[config.mk]
export PLATFORM = sky130hd
export DESIGN_NAME = time_counter
export DESIGN_NICKNAME = d
export VERILOG_FILES = /design/src/rtl/time_counter.sv
export SDC_FILE = /design/constraint.sdc
export NUM_CORES = 1
export LEC_CHECK = 0
export ABC_AREA = 0
export CAP_MARGIN = 10
export CORE_UTILIZATION = 41
export DETAILED_ROUTE_END_ITERATION = 10
export PLACE_DENSITY = 0.73
export SLEW_MARGIN = 10
export SYNTH_ARGS = -nofsm -noshare
export SYNTH_HDL_FRONTEND = slang
export SYNTH_SLANG_ARGS = --single-unit
export TNS_END_PERCENT = 50
[constraint.sdc]
create_clock -name time_clock -period 1.77 [get_ports time_clock]
set_input_delay 0.354 -clock time_clock [delete_from_list [all_inputs] [get_ports time_clock]]
set_output_delay 0.354 -clock time_clock [all_outputs]
set_load 0.1 [all_outputs]
[src/rtl/time_counter.sv]
// BCD hh:mm:ss timekeeping core with hour/minute set mode and day-rollover pulse.
// Optional feature: define ALARM_EN to enable the registered alarm-match flag.
module time_counter #(
  parameter int RESET_HOUR = 0,
  parameter int RESET_MIN  = 0
) (
  input  logic       time_clock,
  input  logic       time_reset,
  input  logic       time_tick,
  input  logic       time_mode,
  input  logic       time_inc,
  input  logic [7:0] time_alarm_hh,
  input  logic [7:0] time_alarm_mm,
  output logic [7:0] time_hh,
  output logic [7:0] time_mm,
  output logic [7:0] time_ss,
  output logic [1:0] time_edit,
  output logic       time_day,
  output logic       time_alarm
);

  typedef enum logic [1:0] {
    RUN      = 2'b00,
    SET_HOUR = 2'b01,
    SET_MIN  = 2'b10
  } state_t;

  localparam logic [7:0] RESET_HH_BCD = {4'(RESET_HOUR / 10), 4'(RESET_HOUR % 10)};
  localparam logic [7:0] RESET_MM_BCD = {4'(RESET_MIN / 10), 4'(RESET_MIN % 10)};

  state_t     state_q, state_n;
  logic [7:0] hh_n, mm_n, ss_n;
  logic       day_n;

  // Increments a two-digit BCD value, wrapping to 00 once it equals max.
  function automatic logic [7:0] bcd_inc(input logic [7:0] v, input logic [7:0] max);
    if (v == max)
      return 8'h00;
    else if (v[3:0] == 4'd9)
      return {v[7:4] + 4'd1, 4'd0};
    else
      return {v[7:4], v[3:0] + 4'd1};
  endfunction

  always_comb begin
    // NOTE: every signal gets a default first so no path leaves it unassigned (no latches).
    state_n = state_q;
    hh_n    = time_hh;
    mm_n    = time_mm;
    ss_n    = time_ss;
    day_n   = 1'b0;
    if (time_mode) begin
      // Mode wins: any tick or inc in the same cycle is dropped.
      unique case (state_q)
        RUN:      begin state_n = SET_HOUR; ss_n = 8'h00; end
        SET_HOUR: state_n = SET_MIN;
        default:  begin state_n = RUN; ss_n = 8'h00; end
      endcase
    end else begin
      unique case (state_q)
        RUN: if (time_tick) begin
          ss_n = bcd_inc(time_ss, 8'h59);
          if (time_ss == 8'h59) begin
            mm_n = bcd_inc(time_mm, 8'h59);
            if (time_mm == 8'h59) begin
              hh_n  = bcd_inc(time_hh, 8'h23);
              day_n = (time_hh == 8'h23);
            end
          end
        end
        SET_HOUR: if (time_inc) hh_n = bcd_inc(time_hh, 8'h23);
        default:  if (time_inc) mm_n = bcd_inc(time_mm, 8'h59);
      endcase
    end
  end

  always_ff @(posedge time_clock or negedge time_reset) begin
    if (!time_reset) begin
      state_q <= RUN;
    end else begin
      // NOTE: sequential state uses non-blocking assignments so all flops update together.
      state_q <= state_n;
    end
  end

  always_ff @(posedge time_clock or negedge time_reset) begin
    if (!time_reset) begin
      time_hh  <= RESET_HH_BCD;
      time_mm  <= RESET_MM_BCD;
      time_ss  <= 8'h00;
      time_day <= 1'b0;
    end else begin
      time_hh  <= hh_n;
      time_mm  <= mm_n;
      time_ss  <= ss_n;
      time_day <= day_n;
    end
  end

  assign time_edit = state_q;

`ifdef ALARM_EN
  // Compares the registered time, so the flag trails the minute register by one cycle.
  always_ff @(posedge time_clock or negedge time_reset) begin
    if (!time_reset)
      time_alarm <= 1'b0;
    else
      time_alarm <= (state_q == RUN) && (time_hh == time_alarm_hh) &&
                    (time_mm == time_alarm_mm);
  end
`else
  logic unused_alarm;
  assign unused_alarm = ^{time_alarm_hh, time_alarm_mm};
  assign time_alarm   = 1'b0;
`endif

endmodule

## Word level (Yosys, flattened, before mapping)

Cells that the tools add are included.

| cells by class | value |
|---|---|
| add/sub/neg operators | 6 |
| multipliers | 0 |
| divide/modulo/power cells | 0 |
| order comparisons | 0 |
| equality and inequality tests | 12 |
| shift operators | 0 |
| multiplexer cells | 25 |
| bitwise operators | 2 |
| reductions and logical operators | 10 |

Operators with widths:

| kind | number |
|---|---|
| $mux 8 | 17 |
| $pmux 8 s2 | 2 |
| $add 4x1->4 const B | 6 |
| $eq 8x7->1 const B | 2 |
| $eq 4x4->1 const B | 3 |
| $ne 2x2->1 const B | 5 |
| $eq 8x6->1 const B | 1 |
| $reduce_bool 2->1 | 4 |
| $reduce_and 6->1 | 1 |
| $mux 1 | 5 |
| $reduce_and 5->1 | 1 |
| $pmux 2 s2 | 1 |
| $reduce_and 4->1 | 1 |
| $reduce_and 3->1 | 1 |
| $reduce_bool 3->1 | 1 |
| $eq 2x1->1 const B | 1 |
| $logic_not 2->1 | 1 |
| $not 1->1 | 2 |

| word-level totals | value |
|---|---|
| flip-flop bits (word level) | 27 |
| latch bits | 0 |
| memory bits (writable) | 0 |
| bits in read-only memories | 0 |
| bits of input ports | 21 |
| output and inout bits | 28 |
| word-level logic and storage cells | 61 |
| memories | 0 |

## Logic depth before layout (Yosys ltp)

| logic depth | value |
|---|---|
| depth in word-level cells | 7 |
| mapped depth | 6 |
| mapped depth without buffers | 6 |

## Worst setup path before layout

Ideal clock, no wire load.

| path | value |
|---|---|
| path type | register to register |
| start | register time_ss[4] |
| end | register time_mm[7] |
| setup time | 0.128 ns |
| arrival time | 2.278 ns |
| data required time | 1.642 ns |
| path slack | -0.636 ns |
| cell stages (with the launch flop) | 6 |
| path buffers | 0 |
| period minus slack after synthesis | 2.406 ns |
| cells stage by stage | dfrtp_1 > ha_1 > and4bb_4 > a31oi_4 > nor4_4 > mux2_1 |

| on the way | value |
|---|---|
| cells in the longest elaborated chain, start to end | 3 |

RTL lines:

| element | line | source |
|---|---|---|
| from (decl) | 16 | `output logic [7:0] time_ss,` |
| from (signal assigned) | 95 | `time_ss <= ss_n;` |
| $eq 8x7->1 | 63 | `if (time_ss == 8'h59) begin` |
| $ne 2x2->1 (no line) | - |  |
| $reduce_and 5->1 (no line) | - |  |
| to (signal assigned) | 94 | `time_mm <= mm_n;` |
| to (decl) | 15 | `output logic [7:0] time_mm,` |

No other way between the ends.
A chain may end at the register's enable or synchronous reset.

## Final worst setup path

| path | value |
|---|---|
| start | register time_ss[1] |
| end | register time_hh[2] |

| on the way | value |
|---|---|
| cells in the longest elaborated chain, start to end | 3 |

RTL lines:

| element | line | source |
|---|---|---|
| $eq 8x7->1 | 63 |  |
| $ne 2x2->1 (no line) | - |  |
| $reduce_and 6->1 (no line) | - |  |
| to (signal assigned) | 93 | `time_hh <= hh_n;` |
| to (decl) | 14 | `output logic [7:0] time_hh,` |

No other way between the ends.

==> results.txt <==
- Max-cap violations in this run came to 0.
- Worst Path Required: 1.94 ns
- Basic-gate share of the synthesized area counting and, or, nand and nor cells: 22.6%
* Most frequent cells after synthesis: sky130_fd_sc_hd__dfrtp_1, sky130_fd_sc_hd__inv_1, sky130_fd_sc_hd__o21ai_0
- Total of flip-flops plus latches after synthesis: 27
* Average wire length per cell after detail routing: 15.5 µm
- The number of antenna violations at the first check in global routing came to 0.
- By area the synthesized netlist is led by sky130_fd_sc_hd__dfrtp_1, sky130_fd_sc_hd__ha_1, sky130_fd_sc_hd__o21ai_0.
* Placed cells: 264
- Main flop type after synthesis: sky130_fd_sc_hd__dfrtp_1
- Post-Synthesis Net Count: 196
- A synthesized cell averages 10.2 µm².
- At the later pin of the worst-skew pair, clock insertion delay measures 0.27 ns.
- Number of fill cells: 266
- Pleak: 1.14 nW
* DRC viols: 0
* Detailed Place HPWL: 3030 µm
- Static timing analysis puts the maximum clock frequency at 545 MHz.
- Post-CTS clock slew at the launch and capture registers of the worst setup and hold paths: 0.09 ns
* Post-synthesis instance total: 165
* Count of antenna-violating nets left after detailed routing: 0
* Wire length of the first global-routing pass: 7070 µm
- 49 I/O pins were placed.
- Summing the areas of all compound-gate instances in the mapped netlist gives 18.3% of the synthesized area.
- Clock tree from TritonCTS: built
* Minimum setup slack in the final design: -0.0663 ns
- For this block, the initial DRC count from the detailed router was 75.
- The final critical path takes up 104% of the cycle.
- Share of final-layout standard cells stronger than drive strength 1: 54.6%
* Crit end category: flop
- Portion of the post-synthesis area used by sequential elements: 40.0%
- The top cell type by area accounts for 40.0% of the synthesized area.
* Global-route total usage across every layer: 21.2%
- Worst-case clock skew: 0.00360 ns
- In this run the tool buffered the top-level ports with 31 buffer cells.
- Summed instance area of the synthesized netlist: 1690 µm²
- Main combinational cell family by area after synthesis: simple AND/OR/NAND/NOR gates
- The final number of hold-violating endpoints came to 0.
- Once layout is complete, the cells apart from fillers number 275.
* Placer congestion estimate: 0.834
- Classification of the worst-slack hold path: input pin to asynchronous set/reset pin
* Number of buffers inserted during clock tree synthesis: 3
* Arrival time at the worst endpoint: 2.00 ns
- The critical path is of the flop to flop type.
- The first detailed-routing pass ran for 4 iterations.
- After synthesis, the share of flip-flops with an asynchronous set or reset is 100%.
* Status: finished, violations left
* Number of enable flip-flop cells after synthesis: 0
- Summing all placed instances gives a cell area of 2630 µm².
- Standard-cell rows: 22
* Largest fanout on the critical path: 5
- The final route contains 1538 vias.
- Summed over all layers, the routed wires come to 4270 µm.
- Power spread over the standard cell area amounts to 1800 nW/µm².
- At the end of the flow the core is filled with cells to 73.0%.
* Die footprint: 4380 µm²
- Area growth, synth to finish: 64.1%
- Total design power: 4.99 mW
- VDD sags by at most 1320 µV.
* Critical path launch point type: flop
- Placeable core region: 3800 µm²
- The number of global-route vias before repair is 1560.
- Multiplexer cells account for 5.48% of the synthesized area.
* Fin area: 2770 µm²
- In this run, distinct cell masters in the synthesized netlist total 56.
* Buffer type at the clock tree root: sky130_fd_sc_hd__clkbuf_8
- The final layout contains 259 nets.
- Antenna diode instance count: 0
* Synthesized-area fraction occupied by adder cells: 7.40%
* Clock net sink count: 27
* Failing checks: negative setup slack
- Floorplan die width: 66.2 µm
- The initial utilization of the core area, before any placement, comes to 44.5%.
- Of the total synthesized cell area, the portion taken by XOR and XNOR cells is 1.55%.
* Most area-hungry cell type in the Yosys netlist: sky130_fd_sc_hd__dfrtp_1
- Setup violations remaining at the end of the flow were counted as 7.
- In the post-synthesis netlist, the cell with the most instances is sky130_fd_sc_hd__dfrtp_1.
* Largest net degree at the start of global routing: 28
- Clock Tree Buf Depth: 2
- Setup repair after global routing missed its margin: true
* Final Max Slew Viols: 0
* Via density per instance: 5.59
- Summed over all layers, the global routing overflow is 0.
- H-tree levels: 1
* Number of warning messages in the yosys log: 0
* Height of the die: 66.2 µm
- Time the worst path needs with I/O delays and setup: 1.84 ns
cell families (layout without fill, tap and decap cells):
family / Yosys count / after routing
compound gates: 43 / 43
xor+xnor: 3 / 3
fa+ha+maj: 10 / 10
buf+inv: 18 / 80
flops: 27 / 27
mux: 8 / 8
other cells: 1 / 1
simple gates: 55 / 55
layout by cell type, fill, tap and decap left out, types with 3 or more instances in the layout:
cell type                         instances
sky130_fd_sc_hd__buf_4                   32
sky130_fd_sc_hd__buf_12                  27
sky130_fd_sc_hd__dfrtp_2                 13
sky130_fd_sc_hd__o21ai_0                 12
sky130_fd_sc_hd__dfrtp_4                 11
sky130_fd_sc_hd__nor2_1                  10
sky130_fd_sc_hd__inv_1                    9
sky130_fd_sc_hd__nand2_1                  8
sky130_fd_sc_hd__nand3_1                  6
sky130_fd_sc_hd__ha_1                     6
sky130_fd_sc_hd__mux2_4                   4
sky130_fd_sc_hd__clkdlybuf4s50_1          4
sky130_fd_sc_hd__and3b_2                  3
sky130_fd_sc_hd__nor2b_1                  3
sky130_fd_sc_hd__a21oi_1                  3
sky130_fd_sc_hd__o31ai_1                  3
sky130_fd_sc_hd__a31oi_1                  3
sky130_fd_sc_hd__o2111ai_2                3
sky130_fd_sc_hd__xnor2_1                  3
sky130_fd_sc_hd__a211oi_2                 3
sky130_fd_sc_hd__ha_4                     3
sky130_fd_sc_hd__clkbuf_8                 3
sky130_fd_sc_hd__dfrtp_1                  3
where the power goes:
part	switching (mW)	internal (mW)
Clock	0.196	0.158
Combinational	2.15	1.33
Sequential	0.278	0.873
repair_timing:
item,CTS,global route
hold buffers,0,0
setup buffers,5,2
endpoints found under the setup margin,9,13
resized for setup,3,7
pin swaps,2,3
worst max-delay path: stages (launching register included):
cell,delay (ns)
sky130_fd_sc_hd__dfrtp_4,0.50
sky130_fd_sc_hd__inv_4,0.07
sky130_fd_sc_hd__ha_4,0.13
sky130_fd_sc_hd__and4b_4,0.29
sky130_fd_sc_hd__nand4_4,0.14
sky130_fd_sc_hd__a211oi_2,0.29
sky130_fd_sc_hd__mux2_4,0.32
per-layer routing:
layer  part of all wire (%)  track usage [%]  up-vias
met4                    1.3             6.38        0
met1                     42             25.9      754
met2                     53             38.5       44
li1                       -                -      734
met3                    3.7             2.24        6
met5                      0                0        -
stage by stage:
stage | setup TNS [ns] | worst slack, ns | hold WS [ns]
floorplan | -1.08 | -0.157 | 0.0584
global placement | -2.00 | -0.230 | 0.529
detailed placement | -2.63 | -0.273 | 0.539
CTS | -0.106 | -0.0347 | 0.470
global route | -0.680 | -0.104 | 0.507
finish | -0.184 | -0.0663 | 0.451
final timing paths:
check                             endpoint  slack (ns)  depth (start not counted)        from
worst max-delay path            time_hh[2]       -0.07                          6  time_ss[1]
max in group asynchronous       time_ss[5]        1.02                          2  time_reset
worst min register to register  time_hh[6]        0.56                          1  time_hh[6]
min in group time_clock         time_hh[6]        0.56                          1  time_hh[6]
worst max register to register  time_hh[2]       -0.07                          6  time_ss[1]
worst min-delay path            time_mm[2]        0.45                          2  time_reset
registers in the layout, indices dropped and copies added (netlist names):
register	count
time_day	1
time_edit	2
time_hh	8
time_mm	8
time_ss	8
final cells by class:
type	count	area, µm²	area share (%)
Clock buffer	3	41.3	1.49
Clock inverter	1	5.00	0.180
Inverter	12	47.5	1.71
Multi-Input combinational cell	120	1050	38.0
Sequential cell	27	733	26.4
Tap cell	48	60.1	2.17
Timing Repair Buffer	64	832	30.0
(Power assumes the default switching activity.)
==> edit 1: new RTL, config.mk and constraints unchanged <==
Build with the macro `ALARM_EN` defined.
--- a/src/rtl/time_counter.sv
+++ b/src/rtl/time_counter.sv
@@ -2,2 +2,4 @@
 // Optional feature: define ALARM_EN to enable the registered alarm-match flag.
+`define ALARM_EN
+
 module time_counter #(
Behaviour: not the same (a bounded check fails within 4 cycles, from zero or initial values and one cycle with time_reset low).
==> edit 1 against the unedited design <==
- the flow still finishes with violations (setup timing)
- critical path depth unchanged
- critical endpoint unchanged
- worst setup slack lost 0.077 ns
- power down 8.4%
- worst hold slack improved by 0.014 ns
- largest power group unchanged
- combinational power decreased by 7.8%
- area after synthesis rose by 6.4%
- cell area increased by 14%
- sequential cell count grew 1
- maximum frequency decreased by 4.0%
- wire length is 21% higher
- largest cell class unchanged
==> edit 1: results (changes against the unedited design) <==
| Metric | Value |
|---|---|
| Detail Placement HPWL | 3636 µm (was 3033 µm) |
| Pleak | 1.364 nW (was 1.143 nW) |
| Clock Skews | 0.002376 ns (was 0.003599 ns) |
| Final setup vio count | 15 (was 7) |
| Final worst slack | -0.1435 ns (was -0.06627 ns) |
| Post-Syn Nets | 204 (was 196) |
| DR iter-0 viols | 106 (was 75) |
| Arrival @ worst endpoint | 2.09 ns (was 2.00 ns) |
| Outcome | finished, violations left (unchanged) |
| Failing checks | setup timing (unchanged) |
| Fillers | 259 (was 266) |
| Met3 WL post-DR | 166 µm (was 159 µm) |
| Layout cells sized above 1 | 47.55% (was 54.63%) |
| Routed met1 length | 2218 µm (was 1790 µm) |
| Netlist cell types | 48 (was 56) |
| GRT Overall Usage | 23.18% (was 21.15%) |
| Vias in the first global route | 1792 (was 1560) |
| VDD IR max | 0.0008137 V (was 0.001317 V) |
| Setup TNS | -1.264 ns (was -0.1839 ns) |
| RD Place Congestion | 0.8299 (was 0.8336) |
| Total CTS buffers | 3 (unchanged) |
| H-tree depth | 1 (unchanged) |
| Placed inst area | 2950 µm² (was 2631 µm²) |
| Largest net degree at the start of global routing | 29 (was 28) |
| WL final | 5160 µm (was 4267 µm) |
| Register area share after synthesis | 38.94% (was 39.97%) |
| Crit path from | time_ss[5] (was time_ss[1]) |
| Initial DRT Pass Iterations | 6 (was 4) |
| Crit path kind | reg -> reg (unchanged) |
| Post-DR vias/cell | 5.476 (was 5.593) |
| Synth cell count leaders | dfrtp_1, xor2_1, nor2_1 (was dfrtp_1, inv_1, o21ai_0) |
| Global-route wire length before repair | 8004 µm (was 7072 µm) |
| Nets | 297 (was 259) |
| Port Buf Inserts | 48 (was 31) |
| Synth area leaders | dfrtp_1, xor2_1, ha_1 (was dfrtp_1, ha_1, o21ai_0) |
| Worst min path class | in -> async (unchanged) |
| DR WL met2 | 2678 µm (was 2260 µm) |
| Synth Warn # | 0 (unchanged) |
| Clock transition at path regs | 0.10 ns |
[edit 1: cell types whose count changed after synthesis, sizes merged, moves of 3 or more]
cell,unedited run,this run
buf,5,1
xor2,0,20
nor2,10,13
o21ai,13,6
a31oi,4,0
nor4,2,9
inv,12,9
a211oi,3,0
o2bb2ai,0,3
[edit 1: what timing repair did]
| item | in CTS | in global routing |
|---|---|---|
| resized for setup | 11 | 12 |
| pin swaps | 8 | 3 |
| setup buffers | 3 | 1 |
| endpoints found under the setup margin | 14 | 21 |
[edit 1: stage by stage]
stage          worst slack [ns]  util (%)  instances  power, mW
2_1_floorplan           -0.3368         -        173      2.746
3_3_place_gp            -0.3150     71.69        307      3.975
3_5_place_dp            -0.3381     71.69        307      4.008
4_1_cts                 -0.2176     75.07        314      4.486
5_1_grt                 -0.2046     76.86        315      4.784
6_report                -0.1435     76.86        315      4.572
[edit 1: final cells by class]
class	count	area, µm²	share of cell area, %
multi-input cells	131	1172	37.06
repair buffers	92	1099	34.73
flip-flops and latches	28	734.5	23.22
well taps	50	62.56	1.978
clock buffers	4	55.05	1.741
inverters	10	40.04	1.266
[edit 1: worst min-delay path by stage]
stage	depth (start not counted)	slack (ns)	endpoint
after floorplan	0	0.06	time_alarm
after global placement	2	0.55	time_hh[4]
after detailed placement	2	0.57	time_hh[4]
after CTS	2	0.48	time_day
after global routing	2	0.51	time_ss[3]
final	2	0.46	time_ss[7]
[edit 1: kinds of logic (layout without fill, tap and decap cells)]
logic type | Yosys count | in the layout | synth area share, %
multiplexers | 9 | 9 | 5.633
buffers and inverters | 14 | 106 | 3.338
AND/OR/NAND/NOR | 61 | 61 | 21.42
AO/OA/AOI/OAI | 30 | 30 | 13.49
adder cells (fa/ha/maj) | 10 | 10 | 6.954
XOR/XNOR | 21 | 21 | 10.22
flip-flops | 28 | 28 | 38.94
[edit 1: where the power goes]
group | switching (mW) | internal, mW
logic | 1.95 | 1.27
registers | 0.135 | 0.813
clock network | 0.210 | 0.200
[edit 1: worst max-delay path, stage by stage (launching register included)]
cell      delay [ns]
dfrtp_4         0.50
inv_4           0.07
ha_4            0.11
nand3b_1        0.13
o41a_1          0.44
nor3b_2         0.25
mux2_4          0.31
[edit 1: per-layer routing]
metal,vias up,track usage [%]
li1,813,-
met1,855,29.49
met2,49,39.58
met3,8,3.333
met4,0,8.073
met5,-,0
==> edit 2: new RTL, same settings <==
Without the edit above. Register the output `time_ss` once more, without a reset; this adds one clock of latency there. The other outputs are not delayed to match.
--- a/src/rtl/time_counter.sv
+++ b/src/rtl/time_counter.sv
@@ -30,2 +30,4 @@
 
+  logic [7:0] time_ss_s0;
+
   state_t     state_q, state_n;
@@ -49,3 +51,3 @@
     mm_n    = time_mm;
-    ss_n    = time_ss;
+    ss_n    = time_ss_s0;
     day_n   = 1'b0;
@@ -61,4 +63,4 @@
         RUN: if (time_tick) begin
-          ss_n = bcd_inc(time_ss, 8'h59);
-          if (time_ss == 8'h59) begin
+          ss_n = bcd_inc(time_ss_s0, 8'h59);
+          if (time_ss_s0 == 8'h59) begin
             mm_n = bcd_inc(time_mm, 8'h59);
@@ -89,3 +91,3 @@
       time_mm  <= RESET_MM_BCD;
-      time_ss  <= 8'h00;
+      time_ss_s0 <= 8'h00;
       time_day <= 1'b0;
@@ -94,3 +96,3 @@
       time_mm  <= mm_n;
-      time_ss  <= ss_n;
+      time_ss_s0 <= ss_n;
       time_day <= day_n;
@@ -116,2 +118,6 @@
 
+  always_ff @(posedge time_clock) begin
+    time_ss <= time_ss_s0;
+  end
+
 endmodule
Check against the original RTL: not equivalent (a bounded check fails within 4 cycles, from zero or initial values and one cycle with time_reset low).
==> edit 2 against the unedited design <==
- the flow still finishes with violations (setup timing)
- sequential cell count increased by 8
- sequential share of layout area increased by 0.87 points
- die area increased by 7.2%
- combinational power increased by 17%
- clock skew increased by 0.0016 ns
- largest cell class unchanged
- wire length increased by 24%
- worst setup slack got worse by 0.25 ns
- critical endpoint is now time_mm[2]
- critical path depth increased by 1
- worst hold slack got worse by 0.012 ns
- power increased by 18%
- largest power group unchanged
- area after synthesis increased by 7.4%
- critical path type unchanged
- cell area increased by 15%
==> edit 2: results (changes against the unedited design) <==
| Metric | Value |
|---|---|
| Outcome | finished, violations left (unchanged) |
| Failing checks | setup timing (unchanged) |
| Synth cell count leaders | dfrtp_1, o21ai_0, ha_1, nand2_1, nor2_1 (was dfrtp_1, inv_1, o21ai_0) |
| Compound-Gate Fraction of Synth Area | 11.85% (was 18.28%) |
| H-tree depth | 2 (was 1) |
| Synth area leaders | dfrtp_1, dfxtp_1, ha_1 (was dfrtp_1, ha_1, o21ai_0) |
| Netlist cell types | 49 (was 56) |
| Setup TNS | -3.244 ns (was -0.1839 ns) |
| Crit-path leading delay family | compound AO/OA/AOI/OAI gates (was flip-flops) |
| Ys flop type | dfrtp_1 (unchanged) |
| Avg WL per Cell | 16.55 µm (was 15.52 µm) |
| Layout cells sized above 1 | 51.85% (was 54.63%) |
| Nets | 300 (was 259) |
| Final setup vio count | 16 (was 7) |
| Fraction of the mapped netlist area in adder cells | 6.892% (was 7.402%) |
| GRT Overall Usage | 22.83% (was 21.15%) |
| Register area share after synthesis | 46.04% (was 39.97%) |
| Post-Syn Nets | 208 (was 196) |
| Met1 usage | 27.38% (was 25.91%) |
| Max Buffers Root-to-Sink | 2 (unchanged) |
| Initial antenna violation count | 0 (unchanged) |
| CP max-delay cell | o41a_1 (was dfrtp_4) |
| Arrival @ worst endpoint | 2.26 ns (was 2.00 ns) |
| Clock latency on the worst-skew pair | 0.29 ns (was 0.27 ns) |
| Final non-filler cell total | 320 (was 275) |
| Critical Path Max Stage Delay | 0.53 ns (was 0.50 ns) |
| Detail Placement HPWL | 3037 µm (was 3033 µm) |
| Clock Skews | 0.005217 ns (was 0.003599 ns) |
| Min Hold Slack | 0.4388 ns (was 0.4508 ns) |
| Post-Synth XOR/XNOR Area | 1.447% (was 1.554%) |
| VDD IR max | 0.001141 V (was 0.001317 V) |
| Met2 usage | 37.75% (was 38.52%) |
| Via count | 1780 (was 1538) |
| Vias in the first global route | 1636 (was 1560) |
| Placed inst area | 2826 µm² (was 2631 µm²) |
| Post-Place Worst Slack | -0.4871 ns (was -0.2727 ns) |
| Largest net degree at the start of global routing | 28 (unchanged) |
| Syn Area/Cell | 10.26 µm² (was 10.24 µm²) |
| Worst r2r src | time_ss_s0[5] (was time_ss[1]) |
| RD Place Congestion | 0.7932 (was 0.8336) |
| Proportion of synthesized area in mux cells | 6.065% (was 5.477%) |
| Total CTS buffers | 5 (was 3) |
| Fillers | 247 (was 266) |
| Clock transition at path regs | 0.07 ns (was 0.09 ns) |
| Final worst slack | -0.3152 ns (was -0.06627 ns) |
| Ys async rst share | 77.14% (was 100.0%) |
| Pleak | 1.444 nW (was 1.143 nW) |
| Global-route wire length before repair | 7638 µm (was 7072 µm) |
| DR iter-0 viols | 138 (was 75) |
| Global Route met3 Usage | 6.250% (was 2.241%) |
| Port Buf Inserts | 31 (unchanged) |
| Crit path from | time_ss_s0[5] (was time_ss[1]) |
-- edit 2: cell types whose count changed in the layout (fill, tap and decap cells not counted), moves of 4 or more --
cell	unedited run	this run
a21oi_1	3	8
dfrtp_4	11	5
buf_4	32	59
dfrtp_1	3	11
dfxtp_1	0	8
and3b_1	0	4
-- edit 2: layout make-up --
| class | count | area, µm² | area share [%] |
|---|---|---|---|
| Timing Repair Buffer | 92 | 1045 | 32.85 |
| Clock inverter | 3 | 15.01 | 0.4721 |
| Clock buffer | 5 | 68.82 | 2.164 |
| Multi-Input combinational cell | 127 | 1091 | 34.30 |
| Inverter | 8 | 30.03 | 0.9441 |
| Sequential cell | 35 | 868.3 | 27.30 |
| Tap cell | 50 | 62.56 | 1.967 |
-- edit 2: layer usage --
metal | share of wire [%] | routed length (µm) | vias to the layer above
met5 | 0 | 0 | -
met4 | 4.1 | 218 | 0
met3 | 5.2 | 277 | 28
met2 | 49 | 2600 | 75
met1 | 42 | 2199 | 856
li1 | - | - | 821
-- edit 2: where the power goes --
group          leakage, nW  internal (mW)  switching, mW
Sequential           0.393           1.07          0.199
Clock               0.0477          0.269          0.301
Combinational         1.00           1.65           2.42
-- edit 2: path summary, 6_finish.rpt --
kind	to	cells after the start
setup / recovery	time_mm[2]	7
hold / removal	time_ss_s0[1]	2
setup reg to reg	time_mm[2]	7
hold reg to reg	time_ss[7]	1
max in group asynchronous	time_mm[1]	2
min in group time_clock	time_ss[7]	1
-- edit 2: logic make-up (layout without fill, tap and decap cells) --
family,after synthesis,in the layout
AO/OA/AOI/OAI,34,34
XOR/XNOR,3,3
adder cells (fa/ha/maj),10,10
buffers and inverters,15,108
flip-flops,35,35
multiplexers,10,10
other,1,1
AND/OR/NAND/NOR,69,69
-- edit 2: worst reg2reg max path, cell delays in order, from the launching register on --
cell      delay, ns
dfrtp_1        0.39
inv_1          0.06
ha_2           0.17
nand3b_1       0.14
o41a_1         0.53
buf_4          0.19
nor3b_2        0.17
mux2_4         0.31
-- edit 2: timing repair --
item                                    CTS  global route
endpoints found under the setup margin   15            16
pin swaps                                14             7
cloned                                    0             0
buffers inserted                          9             8
resized for setup                        18            12
